<file path="config.mk">
export PLATFORM = sky130hd
export DESIGN_NAME = i2c_write_sequencer
export DESIGN_NICKNAME = d
export VERILOG_FILES = /design/src/rtl/i2c_write_sequencer.sv
export SDC_FILE = /design/constraint.sdc
export NUM_CORES = 1
export LEC_CHECK = 0
export BUFFER_PORTS_ARGS = -buffer_cell sky130_fd_sc_hd__buf_2
export CORE_MARGIN = 1.5
export CORE_UTILIZATION = 40
export CTS_CLUSTER_DIAMETER = 120
export DETAILED_ROUTE_END_ITERATION = 10
export GPL_TIMING_DRIVEN = 0
export PLACE_DENSITY_LB_ADDON = 0.08
export SYNTH_ARGS = -nofsm -noshare
export SYNTH_HDL_FRONTEND = slang
export SYNTH_SLANG_ARGS = --single-unit
</file>
<file path="constraint.sdc">
create_clock -name clk -period 1.65 [get_ports clk]
set_input_delay 0.33 -clock clk [delete_from_list [all_inputs] [get_ports clk]]
set_output_delay 0.33 -clock clk [all_outputs]
set_load 0.02 [all_outputs]
</file>
<file path="src/rtl/i2c_write_sequencer.sv">
// Transaction sequencer for the I2C master byte engine: START, address, register, payload, STOP.
// Define I2C_SEQ_RETRY_EN to retry address NACKs up to MAX_RETRIES times before reporting status 1.
module i2c_write_sequencer #(
  parameter int unsigned LEN_W       = 4,
  parameter int unsigned MAX_RETRIES = 3
) (
  input  logic             clk,
  input  logic             reset_n,
  input  logic             req_valid,
  output logic             req_ready,
  input  logic [6:0]       req_dev_addr,
  input  logic [7:0]       req_reg_addr,
  input  logic [LEN_W-1:0] req_len,
  input  logic [7:0]       data_in,
  output logic             data_req,
  output logic             busy,
  output logic             done,
  output logic [1:0]       status,
  output logic             eng_cmd_valid,
  output logic [1:0]       eng_cmd,
  output logic [7:0]       eng_byte,
  input  logic             eng_done,
  input  logic             eng_nack,
  input  logic             eng_timeout
);

  localparam logic [2:0] S_IDLE   = 3'd0;
  localparam logic [2:0] S_START  = 3'd1;
  localparam logic [2:0] S_ADDR   = 3'd2;
  localparam logic [2:0] S_REG    = 3'd3;
  localparam logic [2:0] S_DATA   = 3'd4;
  localparam logic [2:0] S_STOP   = 3'd5;
  localparam logic [2:0] S_FINISH = 3'd6;

  localparam logic [1:0] CMD_START = 2'd0;
  localparam logic [1:0] CMD_WRITE = 2'd1;
  localparam logic [1:0] CMD_STOP  = 2'd2;

  localparam logic [1:0] ST_OK        = 2'd0;
  localparam logic [1:0] ST_ADDR_NACK = 2'd1;
  localparam logic [1:0] ST_DATA_NACK = 2'd2;
  localparam logic [1:0] ST_TIMEOUT   = 2'd3;

  logic [2:0]       state;
  logic [6:0]       devAddr;
  logic [7:0]       regAddr;
  logic [LEN_W-1:0] remaining;
  logic [7:0]       byteReg;
  logic             cmdValid;
  logic [1:0]       cmdReg;
  logic             dataReq;
  logic [1:0]       statusReg;
  logic [1:0]       pendStatus;

`ifdef I2C_SEQ_RETRY_EN
  localparam int unsigned RETRY_W = (MAX_RETRIES < 4) ? 2 : $clog2(MAX_RETRIES + 1);
  logic [RETRY_W-1:0] retryCnt;
  logic               restartPending;
`endif

  assign req_ready     = (state == S_IDLE);
  assign busy          = (state != S_IDLE) || req_valid;
  assign done          = (state == S_FINISH);
  assign status        = statusReg;
  assign eng_cmd_valid = cmdValid;
  assign eng_cmd       = cmdReg;
  assign data_req      = dataReq;
  // Payload byte is passed straight through in its request cycle, then held from byteReg.
  assign eng_byte      = dataReq ? data_in : byteReg;

  always_ff @(posedge clk) begin
    if (!reset_n) begin
      state      <= S_IDLE;
      devAddr    <= '0;
      regAddr    <= '0;
      remaining  <= '0;
      byteReg    <= '0;
      cmdValid   <= 1'b0;
      cmdReg     <= CMD_START;
      dataReq    <= 1'b0;
      statusReg  <= ST_OK;
      pendStatus <= ST_OK;
`ifdef I2C_SEQ_RETRY_EN
      retryCnt       <= '0;
      restartPending <= 1'b0;
`endif
    end else begin
      dataReq <= 1'b0;
      if (dataReq) byteReg <= data_in;

      case (state)
        S_IDLE: begin
          if (req_valid) begin
            devAddr    <= req_dev_addr;
            regAddr    <= req_reg_addr;
            remaining  <= req_len;
            statusReg  <= ST_OK;
            pendStatus <= ST_OK;
            cmdValid   <= 1'b1;
            cmdReg     <= CMD_START;
            state      <= S_START;
`ifdef I2C_SEQ_RETRY_EN
            retryCnt       <= '0;
            restartPending <= 1'b0;
`endif
          end
        end

        S_FINISH: state <= S_IDLE;

        default: begin
          if (!cmdValid) begin
            // Gap cycle after each completed command: launch the command for the current state.
            cmdValid <= 1'b1;
            case (state)
              S_START: cmdReg <= CMD_START;
              S_ADDR: begin
                cmdReg  <= CMD_WRITE;
                byteReg <= {devAddr, 1'b0};
              end
              S_REG: begin
                cmdReg  <= CMD_WRITE;
                byteReg <= regAddr;
              end
              S_DATA: begin
                cmdReg  <= CMD_WRITE;
                dataReq <= 1'b1;
              end
              default: cmdReg <= CMD_STOP;
            endcase
          end else if (eng_done) begin
            cmdValid <= 1'b0;
            if (eng_timeout) begin
              statusReg <= ST_TIMEOUT;
              state     <= S_FINISH;
            end else begin
              case (state)
                S_START: state <= S_ADDR;
                S_ADDR: begin
                  if (eng_nack) begin
`ifdef I2C_SEQ_RETRY_EN
                    if (retryCnt < RETRY_W'(MAX_RETRIES)) begin
                      retryCnt       <= retryCnt + RETRY_W'(1);
                      restartPending <= 1'b1;
                    end else begin
                      pendStatus <= ST_ADDR_NACK;
                    end
`else
                    pendStatus <= ST_ADDR_NACK;
`endif
                    state <= S_STOP;
                  end else begin
                    state <= S_REG;
                  end
                end
                S_REG: begin
                  if (eng_nack) begin
                    pendStatus <= ST_DATA_NACK;
                    state      <= S_STOP;
                  end else if (remaining != '0) begin
                    state <= S_DATA;
                  end else begin
                    state <= S_STOP;
                  end
                end
                S_DATA: begin
                  remaining <= remaining - LEN_W'(1);
                  if (eng_nack) begin
                    pendStatus <= ST_DATA_NACK;
                    state      <= S_STOP;
                  end else if (remaining != LEN_W'(1)) begin
                    state <= S_DATA;
                  end else begin
                    state <= S_STOP;
                  end
                end
                default: begin
`ifdef I2C_SEQ_RETRY_EN
                  if (restartPending) begin
                    restartPending <= 1'b0;
                    state          <= S_START;
                  end else
`endif
                  begin
                    statusReg <= pendStatus;
                    state     <= S_FINISH;
                  end
                end
              endcase
            end
          end
        end
      endcase
    end
  end

endmodule

</file>
# Word-level counts from Yosys, hierarchy flattened
# Index checks and enable logic that the tools add are counted.
[word_totals]
ff_bits = 38
out_inout_bits = 17
wordCells = 89
[classes]
add_sub_neg = 1
eq_ne = 12
mux = 42
n_bitwise = 2
n_reduce_logical = 22
[op_table]
columns = ["cell", "count"]
rows = [
  ["$mux W8", 3],
  ["$mux W2", 11],
  ["$mux W4", 5],
  ["$pmux W2 S2", 5],
  ["$pmux W8 S2", 1],
  ["$mux W3", 5],
  ["$pmux W3 S4", 1],
  ["$reduce_bool A3 Y1", 4],
  ["$mux W1", 8],
  ["$pmux W4 S2", 1],
  ["$reduce_and A8 Y1", 1],
  ["$reduce_or A4 Y1", 2],
  ["$eq A3 B2 Y1 const B", 2],
  ["$eq A3 B3 Y1 const B", 2],
  ["$ne A2 B2 Y1 const B", 3],
  ["$ne A3 B1 Y1 const B", 2],
  ["$pmux W3 S2", 1],
  ["$reduce_and A3 Y1", 2],
  ["$reduce_and A6 Y1", 1],
  ["$reduce_bool A2 Y1", 3],
  ["$reduce_and A5 Y1", 1],
  ["$ne A4 B1 Y1 const B", 1],
  ["$reduce_and A2 Y1", 2],
  ["$reduce_bool A4 Y1", 1],
  ["9 further kinds", 11],
]

# Logic depth before layout (Yosys ltp)
# Gate-level depths: netlist of run 1.
[depth]
word_depth = 8
mapped_depth = 9

# Least setup slack after synthesis of run 1
# OpenSTA, ideal clock, no wires.
[synth_path]
path_kind = "register to register"
startpoint = "register state[2]"
endpoint = "register remaining[3]"
t_arrival_ns = 1.595
required_time_ns = 1.534
path_slack_ns = -0.061
path_stages_with_launch = 7
cell_sequence = "dfxtp_1 buf_6 or4b_4 buf_6 a21oi_4 o21ai_0 a31o_2"
[synth_between]
elab_chain_cells = 3
[synth_lines]
columns = ["element", "line_no", "rtl"]
rows = [
  ["start: declaration", "44", "logic [2:0] state;"],
  ["start signal: assignment", "73", "state <= S_IDLE;"],
  ["start signal: assignment", "101", "state <= S_START;"],
  ["start signal: assignment", "109", "S_FINISH: state <= S_IDLE;"],
  ["$eq A3 B3 Y1 (tied with other cells)", "137", "case (state)"],
  ["$reduce_bool A2 Y1 (no source line) (tied with other cells)", "n/a", ""],
  ["$reduce_and A6 Y1 (no source line)", "n/a", ""],
  ["end signal: assignment", "96", "remaining <= req_len;"],
  ["end signal: assignment", "167", "remaining <= remaining - LEN_W'(1);"],
  ["end: declaration", "47", "logic [LEN_W-1:0] remaining;"],
]
# Parallel ways exist; a longest one is shown, timed or not.
# A chain may end at the register's enable or synchronous reset.

# Worst setup path after layout of run 1
[layout_path]
startpoint = "register state[1]"
endpoint = "output port busy"
[layout_between]
elab_chain_cells = 2
[layout_lines]
columns = ["element", "line_no", "rtl"]
rows = [
  ["$reduce_bool A3 Y1", "62", "assign busy = (state != S_IDLE) || req_valid;"],
  ["$logic_or A1 B1 Y1", "62", ""],
  ["end: declaration", "16", "output logic busy,"],
]
# Every way passes these cells.

==> flow_summary_export.csv, run 1 <==
group,metric,value,unit
floorplan,die_x,72.4,µm
timing,relSlewSlack,0.642,
timing,maxSlewViolCount,0,
timing,post-route-min-period,1.69,ns
layout,diodes,0,
setup_path,crit_fanout,5,
clock_tree,cts_tree,"yes",
synth,synth_compound_area_frac,0.219,
power,ir_drop,640,µV
power,p_comb_frac,0.272,
drt,wl_met1,2.52,mm
hold_path,min-delay-path-class,"primary input to flip-flop",
drt,viasPerCell,5.29,
synth,async_flop_share,0,
synth,yosys.area.top_type,"dfxtp_1",
timing,setup_tns,-0.0984,ns
synth,synth-simple-area-share,0.204,
synth,ys_warn_count,0,
grt,grt_max_degree,12,
layout,utilization,0.524,
power,swShare,0.305,
synth,ys_ff_latch,38,
drt,drtIter0Drc,116,
clock_tree,cts_buffers,5,
placement,postPlaceCellArea,0.00224,mm²
synth,synth_area_per_cell,8.42,µm²
synth,ys_types,44,
clock_tree,clock_path_buffers,2,
power,clockPowerShare,0.282,
clock_tree,h-tree-depth,2,
synth,synthCells,229,
timing,hold_viol_final,0,
setup_path,critical_path_class,"flip-flop to primary output",
synth,synth-xor-area-share,0,
synth,syn_area,0.00193,mm²
timing,fin_crit_sh,1.03,
timing,setup_violations,3,
setup_path,cpMaxStageDelayCell,"or3_4",
setup_path,cp_top_family,"simple AND/OR/NAND/NOR gates",
grt,antenna_found_initial,0,
layout,final_area,0.00246,mm²
floorplan,core_area,0.00469,mm²
layout,fin_cells,347,
floorplan,die_y,72.4,µm
synth,ys.flop_type,"dfxtp_1",
layout,nets,327,
setup_path,slowest_delay,0.42,ns
outcome,status,"finished, violations left",
clock_tree,clockRootBuffer,"clkbuf_8",
drt,routedWlPerCell,14.3,µm
timing,setup_slack,-0.0447,ns
placement,numPlacedInstances,331,
synth,synth_enable_flop_cells,0,
floorplan,rows,25,
setup_path,crit_chain,"or3_4 > nor2_4 > inv_2 > buf_6",
drt,dr.pass1.iters,4,
synth,synth_top_family_by_area,"compound AO/OA/AOI/OAI gates",
floorplan,ios,50,
power,power.density,938,mW/mm²
floorplan,floorplan.initialDensity,0.411,
drt,routed.top_layer,"met4",
drt,dr_wl_met2,2.08,mm
synth,muxShareOfSynthArea,0.110,
synth,syn_nets,264,
placement,gp_congestion,0.892,
synth,synth_most_common_cell,"nand2_1",
power,p_sw,0.704,mW
placement,dpl.hpwl,3.46,mm
setup_path,worstPathRequired,1.32,ns
timing,whs,0.274,ns
clock_tree,clkLatencyLatePin,0.29,ns
grt,grtUsageTotal,0.197,
timing,worst_pin_slew,0.538,ns
power,seq_power_share,0.447,
grt,grt_pass1_vias,1572,
setup_path,start_kind,"flip-flop",
drt,ant_nets,0,
clock_tree,cts.clk_slew.worst_paths,0.07,ns
clock_tree,clock_sinks,38,
power,p_int,1.60,mW
power,power_leakage,1.10,nW
clock_tree,cts_hold_buf,0,
drt,wirelength,4.96,mm
synth,synthTopCellsByCount,"nand2_1, dfxtp_1, a21oi_1",
synth,synth_area_leaders,"dfxtp_1, nand2_1, a21oi_1",
floorplan,die_area,0.00525,mm²
drt,vias,1834,
grt,overflow,0,
synth,synth.top_cell.area_share,0.395,
run,maxCapViolCount,0,
layout,syn_to_final_growth,27.4,%
timing,fmax,590,MHz
grt,grt_pass1_wl,7.79,mm
setup_path,cp-end-kind,"primary output",
synth,synthAdderAreaFrac,0.0130,
timing,clock_skew,0.00374,ns
drt,drc_errors,0,
placement,portBuffers,48,
synth,ys_seq_area_frac,0.395,
drt,wl_met3,289,µm
outcome,violations,"setup timing",
timing,grt_setup_unrepaired,"yes",
layout,drive_gt1_frac,0.345,
setup_path,cp.buffers_inverters,2,
setup_path,cp.arrival,1.36,ns
==> power groups by stage <==
stage	sequential, mW	clock [mW]	combinational [mW]
global route	1.04	0.723	0.686
global placement	1.05	0	0.545
detailed placement	1.05	0	0.547
finish	1.03	0.650	0.626
CTS	1.03	0.678	0.612
floorplan	1.05	0	0.389
==> logic make-up after synthesis <==
family | count (synthesis)
AND/OR/NAND/NOR | 82
AO/OA/AOI/OAI | 63
flip-flops | 38
buffers and inverters | 24
multiplexers | 20
adder cells (fa/ha/maj) | 2
==> stage by stage <==
step           setup WS [ns]  power (mW)
6_report             -0.0447        2.31
5_1_grt              -0.0999        2.45
4_1_cts               -0.124        2.32
3_5_place_dp          -0.164        1.60
3_3_place_gp          -0.159        1.59
2_1_floorplan       -0.00998        1.43
==> final timing paths <==
| check | startpoint | end | slack (ns) | depth (start not counted) |
|---|---|---|---|---|
| setup / recovery | state[1] | busy | -0.04 | 4 |
| hold / removal | req_dev_addr[2] | devAddr[2] | 0.27 | 3 |
| setup reg to reg | state[1] | remaining[3] | -0.04 | 5 |
| hold reg to reg | devAddr[0] | devAddr[0] | 0.46 | 2 |
==> metal layers <==
metal / track usage / up-vias
li1: - / 943
met1: 0.296 / 833
met2: 0.275 / 51
met3: 0.0375 / 7
met4: 0.0755 / 0
met5: 0 / -
==> registers in the layout, summed over array words and instances (netlist names) <==
register and count:
eng_cmd_valid 1, eng_cmd 2, pendStatus 2, byteReg 8, data_req 1, status 2, regAddr 8, remaining 4
state 3, devAddr 7
==> layout by cell type (no fill, tap or decap), types with 4 or more instances in the layout <==
cell	n
buf_2	46
nand2_1	43
dfxtp_1	34
a21oi_1	28
buf_4	16
mux2_2	10
mux2i_1	10
clkbuf_1	8
o21ai_0	7
o211a_1	7
nor3_1	6
clkbuf_8	6
nor2_1	5
nor4_1	5
a211oi_1	4
nand3_1	4
==> final cells by class <==
class | instances | area, µm²
plain buffers | 14 | 81.3
inverters | 6 | 27.5
well taps | 54 | 67.6
fillers | 487 | 2230
repair buffers | 60 | 342
clock inverters | 1 | 5.00
multi-input cells | 167 | 1070
flip-flops and latches | 38 | 773
clock buffers | 7 | 86.3
==> worst min-delay path, stage by stage <==
cell and delay, ns:
buf_2 0.09, nand2_1 0.04, a21oi_1 0.05
==> timing repair <==
| item | in CTS | in global routing |
|---|---|---|
| endpoints found under the setup margin | 33 | 28 |
| buffers inserted | 8 | 3 |
| resized for setup | 26 | 8 |
| pin swaps | 5 | 4 |
| gates cloned | 1 | 0 |
Note: power is estimated with default switching activity, not from simulation.
==> run 2, diff against run 1 <==
==> constraint.sdc (replaced) <==
create_clock -name clk -period 1.78 [get_ports clk]
set_input_delay 0.356 -clock clk [delete_from_list [all_inputs] [get_ports clk]]
set_output_delay 0.356 -clock clk [all_outputs]
set_load 0.02 [all_outputs]
==> run 2 against run 1 <==
Combinational power fell by 9.6%; global-route usage is essentially flat; worst hold slack better by 0.019 ns; highest routed layer unchanged; largest power group unchanged; the run now ends clean.
==> flow_summary_export.csv, run 2 (same netlist as run 1, synthesis figures left out) <==
group,metric,value,unit
setup_path,crit_fanout,4,
clock_tree,cts_hold_buf,0,
layout,fin_cells,343,
hold_path,min_to,"devAddr[4]",
run,maxCapViolCount,0,
power,power.density,870,mW/mm²
clock_tree,h-tree-depth,2,
setup_path,cp-end-kind,"primary output",
clock_tree,clock_sinks,38,
setup_path,crit-reg2reg-capture,"remaining[3]",
grt,grt_max_degree,12,
setup_path,slowest_delay,0.44,ns
grt,grt_pass1_vias,1552,
layout,nets,324,
placement,postPlaceCellArea,0.00224,mm²
setup_path,rr_worst_depth,5,
drt,wirelength,4.95,mm
setup_path,crit_chain,"or3_4 > nor2_4 > inv_2 > buf_6",
layout,drive_gt1_frac,0.332,
power,seq_power_share,0.458,
drt,routedWlPerCell,14.4,µm
placement,dpl.hpwl,3.49,mm
power,swShare,0.318,
clock_tree,clkLatencyLatePin,0.29,ns
timing,grt_setup_unrepaired,"yes",
power,p_int,1.43,mW
floorplan,floorplan.initialDensity,0.411,
grt,grtUsageTotal,0.196,
clock_tree,clock_path_buffers,2,
power,p_sw,0.664,mW
placement,portBuffers,48,
placement,numPlacedInstances,331,
hold_path,hp-start,"req_dev_addr[4]",
timing,clock_skew,0.00608,ns
grt,antenna_found_initial,0,
setup_path,r2r_start,"state[2]",
timing,hold_viol_final,0,
timing,setup_tns,0,ns
clock_tree,cts_buffers,5,
floorplan,rows,25,
hold_path,min-delay-path-class,"primary input to flip-flop",
hold_path,worstHoldPathCells,3,
drt,drc_errors,0,
timing,post-route-min-period,1.75,ns
setup_path,worstPathRequired,1.42,ns
layout,fillers,478,
floorplan,core_area,0.00469,mm²
setup_path,start_kind,"flip-flop",
power,p_comb_frac,0.271,
grt,grt_pass1_wl,7.89,mm
grt,overflow,0,
clock_tree,cts.clk_slew.worst_paths,0.08,ns
drt,drtIter0Drc,78,
setup_path,cpMaxStageDelayCell,"or3_4",
power,power_leakage,1.08,nW
placement,gp_congestion,0.865,
drt,viasPerCell,5.31,
layout,final_common_cell,"buf_2",
timing,worst_pin_slew,0.566,ns
power,power,2.09,mW
layout,diodes,0,
layout,reg_top3,"byteReg (8), regAddr (8), devAddr (7)",
drt,dr.pass1.iters,4,
timing,maxSlewViolCount,0,
timing,relSlewSlack,0.623,
power,clockPowerShare,0.272,
layout,final_cell_mix,"buf_2, nand2_1, dfxtp_1, a21oi_1",
floorplan,die_y,72.4,µm
outcome,status,"complete, no violations",
power,ir_drop,366,µV
setup_path,ff2ff_setup_slack,0.07,ns
floorplan,ios,50,
setup_path,critical_path_class,"flip-flop to primary output",
timing,setup_violations,0,
floorplan,die_area,0.00525,mm²
timing,fin_crit_sh,0.982,
layout,final_area,0.00240,mm²
setup_path,cp.arrival,1.39,ns
clock_tree,clockRootBuffer,"clkbuf_8",
floorplan,die_x,72.4,µm
drt,vias,1823,
drt,ant_nets,0,
timing,fmax,572,MHz
clock_tree,cts_tree,"yes",
layout,syn_to_final_growth,24.6,%
-- run 2: routing by layer --
metal | global-route usage | vias to the layer above | part of all wire
li1 | - | 936 | -
met1 | 0.299 | 833 | 0.51
met2 | 0.273 | 47 | 0.42
met3 | 0.0375 | 7 | 0.053
met4 | 0.0692 | 0 | 0.014
met5 | 0 | - | 0
-- run 2: what timing repair did --
action | in CTS | in global routing
gates resized for setup | 15 | 12
endpoints found under the setup margin | 25 | 27
buffers inserted | 6 | 2
pin swaps | 3 | 5
-- run 2: stage by stage --
| step | util | setup slack [ns] | hold slack [ns] |
|---|---|---|---|
| after floorplan | - | 0.0693 | 0.436 |
| final | 0.512 | 0.0322 | 0.293 |
| after global routing | 0.512 | -0.00939 | 0.287 |
| after global placement | 0.477 | -0.0771 | 0.444 |
| after CTS | 0.507 | -0.0696 | 0.286 |
| after detailed placement | 0.477 | -0.0909 | 0.447 |
-- run 2: area by class of cell --
| class | instances | area (µm²) | share of cell area |
|---|---|---|---|
| Sequential cell | 38 | 773 | 0.322 |
| Clock buffer | 5 | 68.8 | 0.0286 |
| Inverter | 6 | 27.5 | 0.0115 |
| Clock inverter | 2 | 10.0 | 0.00417 |
| Multi-Input combinational cell | 167 | 1060 | 0.443 |
| Timing Repair Buffer | 56 | 313 | 0.130 |
| Buffer | 15 | 77.6 | 0.0323 |
| Tap cell | 54 | 67.6 | 0.0281 |
-- run 2: critical path, delay by kind of cell, from the launching register on --
family | cells | cell delay (ns)
buffers and inverters | 2 | 0.16
flip-flops | 1 | 0.36
AND/OR/NAND/NOR | 2 | 0.58
-- run 2: power groups by stage --
stage | Combinational, mW | Sequential (mW) | Clock [mW]
after floorplan | 0.356 | 0.969 | 0
after global placement | 0.501 | 0.972 | 0
after detailed placement | 0.503 | 0.975 | 0
after CTS | 0.565 | 0.958 | 0.587
after global routing | 0.624 | 0.967 | 0.619
final | 0.566 | 0.957 | 0.568
-- run 2: worst max path at each step --
stage / from / end / slack [ns] / depth (start not counted)
after CTS: state[1] / busy / -0.07 / 5
after global placement: req_valid / remaining[3] / -0.08 / 6
after floorplan: state[2] / remaining[3] / 0.07 / 6
final: state[1] / busy / 0.03 / 4
after global routing: state[1] / busy / -0.009 / 4
after detailed placement: req_valid / remaining[3] / -0.09 / 6
==> run 3, diff against run 2 <==
--- a/config.mk
+++ b/config.mk
@@ -5,7 +5,7 @@
 export SDC_FILE = /design/constraint.sdc
 export NUM_CORES = 1
 export LEC_CHECK = 0
-export BUFFER_PORTS_ARGS = -buffer_cell sky130_fd_sc_hd__buf_2
+export BUFFER_PORTS_ARGS = -buffer_cell sky130_fd_sc_hd__buf_4
 export CORE_MARGIN = 1.5
 export CORE_UTILIZATION = 40
 export CTS_CLUSTER_DIAMETER = 120
==> run 3 against run 2 <==
Cell count is 0.29% higher; maximum frequency is 0.23% higher; critical path type unchanged; non-clock buffer count did not move; core utilization grew 3.8 points; largest power group unchanged.
==> flow_summary_export.csv, run 3 (same netlist as run 1, synthesis figures left out) <==
group,metric,value,unit
timing,clock_skew,0.00511,ns
clock_tree,cts.clk_slew.worst_paths,0.08,ns
timing,grt_setup_unrepaired,"yes",
clock_tree,clkLatencyLatePin,0.30,ns
setup_path,cp.arrival,1.39,ns
layout,syn_to_final_growth,33.9,%
clock_tree,cts_buffers,5,
timing,maxSlewViolCount,0,
power,power,2.46,mW
timing,fmax,573,MHz
grt,grt_pass1_wl,7.98,mm
timing,relSlewSlack,0.647,
timing,post-route-min-period,1.74,ns
layout,nets,324,
floorplan,rows,25,
layout,reg_top3,"byteReg (8), regAddr (8), devAddr (7)",
grt,grt_max_degree,13,
timing,fin_crit_sh,0.980,
drt,wirelength,5.00,mm
drt,vias,1822,
setup_path,cp-end-kind,"primary output",
drt,dr.pass1.iters,4,
clock_tree,clock_sinks,38,
power,power_leakage,1.14,nW
drt,routedWlPerCell,14.5,µm
grt,grt.busiest_layer,"met1",
grt,overflow,0,
floorplan,floorplan.initialDensity,0.411,
layout,final_common_cell,"buf_4",
floorplan,die_area,0.00525,mm²
drt,viasPerCell,5.30,
placement,dpl.hpwl,3.47,mm
grt,antenna_found_initial,0,
outcome,status,"complete, no violations",
drt,ant_nets,0,
setup_path,worstPathRequired,1.42,ns
placement,gp_congestion,0.845,
timing,worst_pin_slew,0.530,ns
placement,portBuffers,48,
grt,gr-usage-met1,0.294,
floorplan,die_y,72.4,µm
power,ir_drop,390,µV
power,power.density,952,mW/mm²
grt,grtUsageTotal,0.199,
hold_path,min-delay-path-class,"primary input to flip-flop",
timing,hold_viol_final,0,
clock_tree,cts_tree,"yes",
drt,drtIter0Drc,118,
setup_path,critical_path_class,"flip-flop to primary output",
layout,diodes,0,
grt,use_met3,0.0472,
timing,setup_violations,0,
run,maxCapViolCount,0,
setup_path,start_kind,"flip-flop",
floorplan,die_x,72.4,µm
setup_path,crit_fanout,5,
clock_tree,clockRootBuffer,"clkbuf_8",
layout,drive_gt1_frac,0.334,
grt,groute.layer.met2.usage,0.280,
layout,final_cell_mix,"buf_4, nand2_1, dfxtp_1, a21oi_1",
clock_tree,cts_hold_buf,0,
floorplan,core_area,0.00469,mm²
placement,numPlacedInstances,331,
grt,grt_pass1_vias,1665,
floorplan,ios,50,
layout,fin_cells,344,
drt,drc_errors,0,
clock_tree,h-tree-depth,2,
clock_tree,clock_path_buffers,2,
-- run 3: changes by cell type in the layout (fill, tap and decap cells not counted), sizes merged --
cell | before | now
buf | 61 | 59
bufinv | 0 | 2
clkbuf | 15 | 18
clkinv | 2 | 0
-- run 3: report_power, final --
part | switching (mW) | internal (mW) | total (mW) | leakage [nW]
Combinational | 0.317 | 0.276 | 0.593 | 0.751
Clock | 0.313 | 0.598 | 0.910 | 0.0714
Sequential | 0.0424 | 0.912 | 0.955 | 0.313
Total | 0.672 | 1.79 | 2.46 | 1.14
-- run 3: final cells by class --
cell class,count,area (µm²)
fill,455,2110
multi-input combinational,167,1070
sequential,38,773
timing repair buffer,56,422
buffer,15,83.8
clock buffer,6,82.6
tap,54,67.6
clock inverter,2,60.1
inverter,6,25.0
-- run 3: metrics by stage --
| step | setup WS, ns | util | setup TNS (ns) | cell area, µm² | hold WS, ns |
|---|---|---|---|---|---|
| 4_1_cts | -0.0276 | 0.542 | -0.0276 | 2540 | 0.297 |
| 3_3_place_gp | -0.0713 | 0.502 | -0.668 | 2360 | 0.443 |
| 2_1_floorplan | 0.0693 | - | 0 | 1930 | 0.436 |
| 6_report | 0.0362 | 0.550 | 0 | 2580 | 0.299 |
| 5_1_grt | -0.0274 | 0.550 | -0.0686 | 2580 | 0.301 |
| 3_5_place_dp | -0.102 | 0.502 | -0.828 | 2360 | 0.448 |
-- run 3: repair_timing --
action / CTS / global route
setup buffers: 4 / 4
pin swaps: 2 / 5
endpoints found under the setup margin: 25 / 13
resized for setup: 15 / 10
-- run 3: metal layers --
metal | share of wire | up-vias | routed length [µm]
met5 | 0 | - | 0
met4 | 0.017 | 0 | 84
met3 | 0.056 | 7 | 280
met2 | 0.42 | 46 | 2080
met1 | 0.51 | 835 | 2550
li1 | - | 934 | -
-- run 3: path summary, 6_finish.rpt --
| check | from | to | slack (ns) | cells after the start |
|---|---|---|---|---|
| worst max register to register | state[2] | remaining[3] | 0.05 | 5 |
| worst min-delay path | req_dev_addr[4] | devAddr[4] | 0.30 | 3 |
| worst min register to register | regAddr[4] | regAddr[4] | 0.46 | 2 |
| worst max-delay path | state[0] | busy | 0.04 | 4 |
-- run 3: critical path: stages, from the launching register on --
cell and delay (ns):
dfxtp_4 0.36, or3_4 0.44, nor2_4 0.14, inv_2 0.04, buf_6 0.12
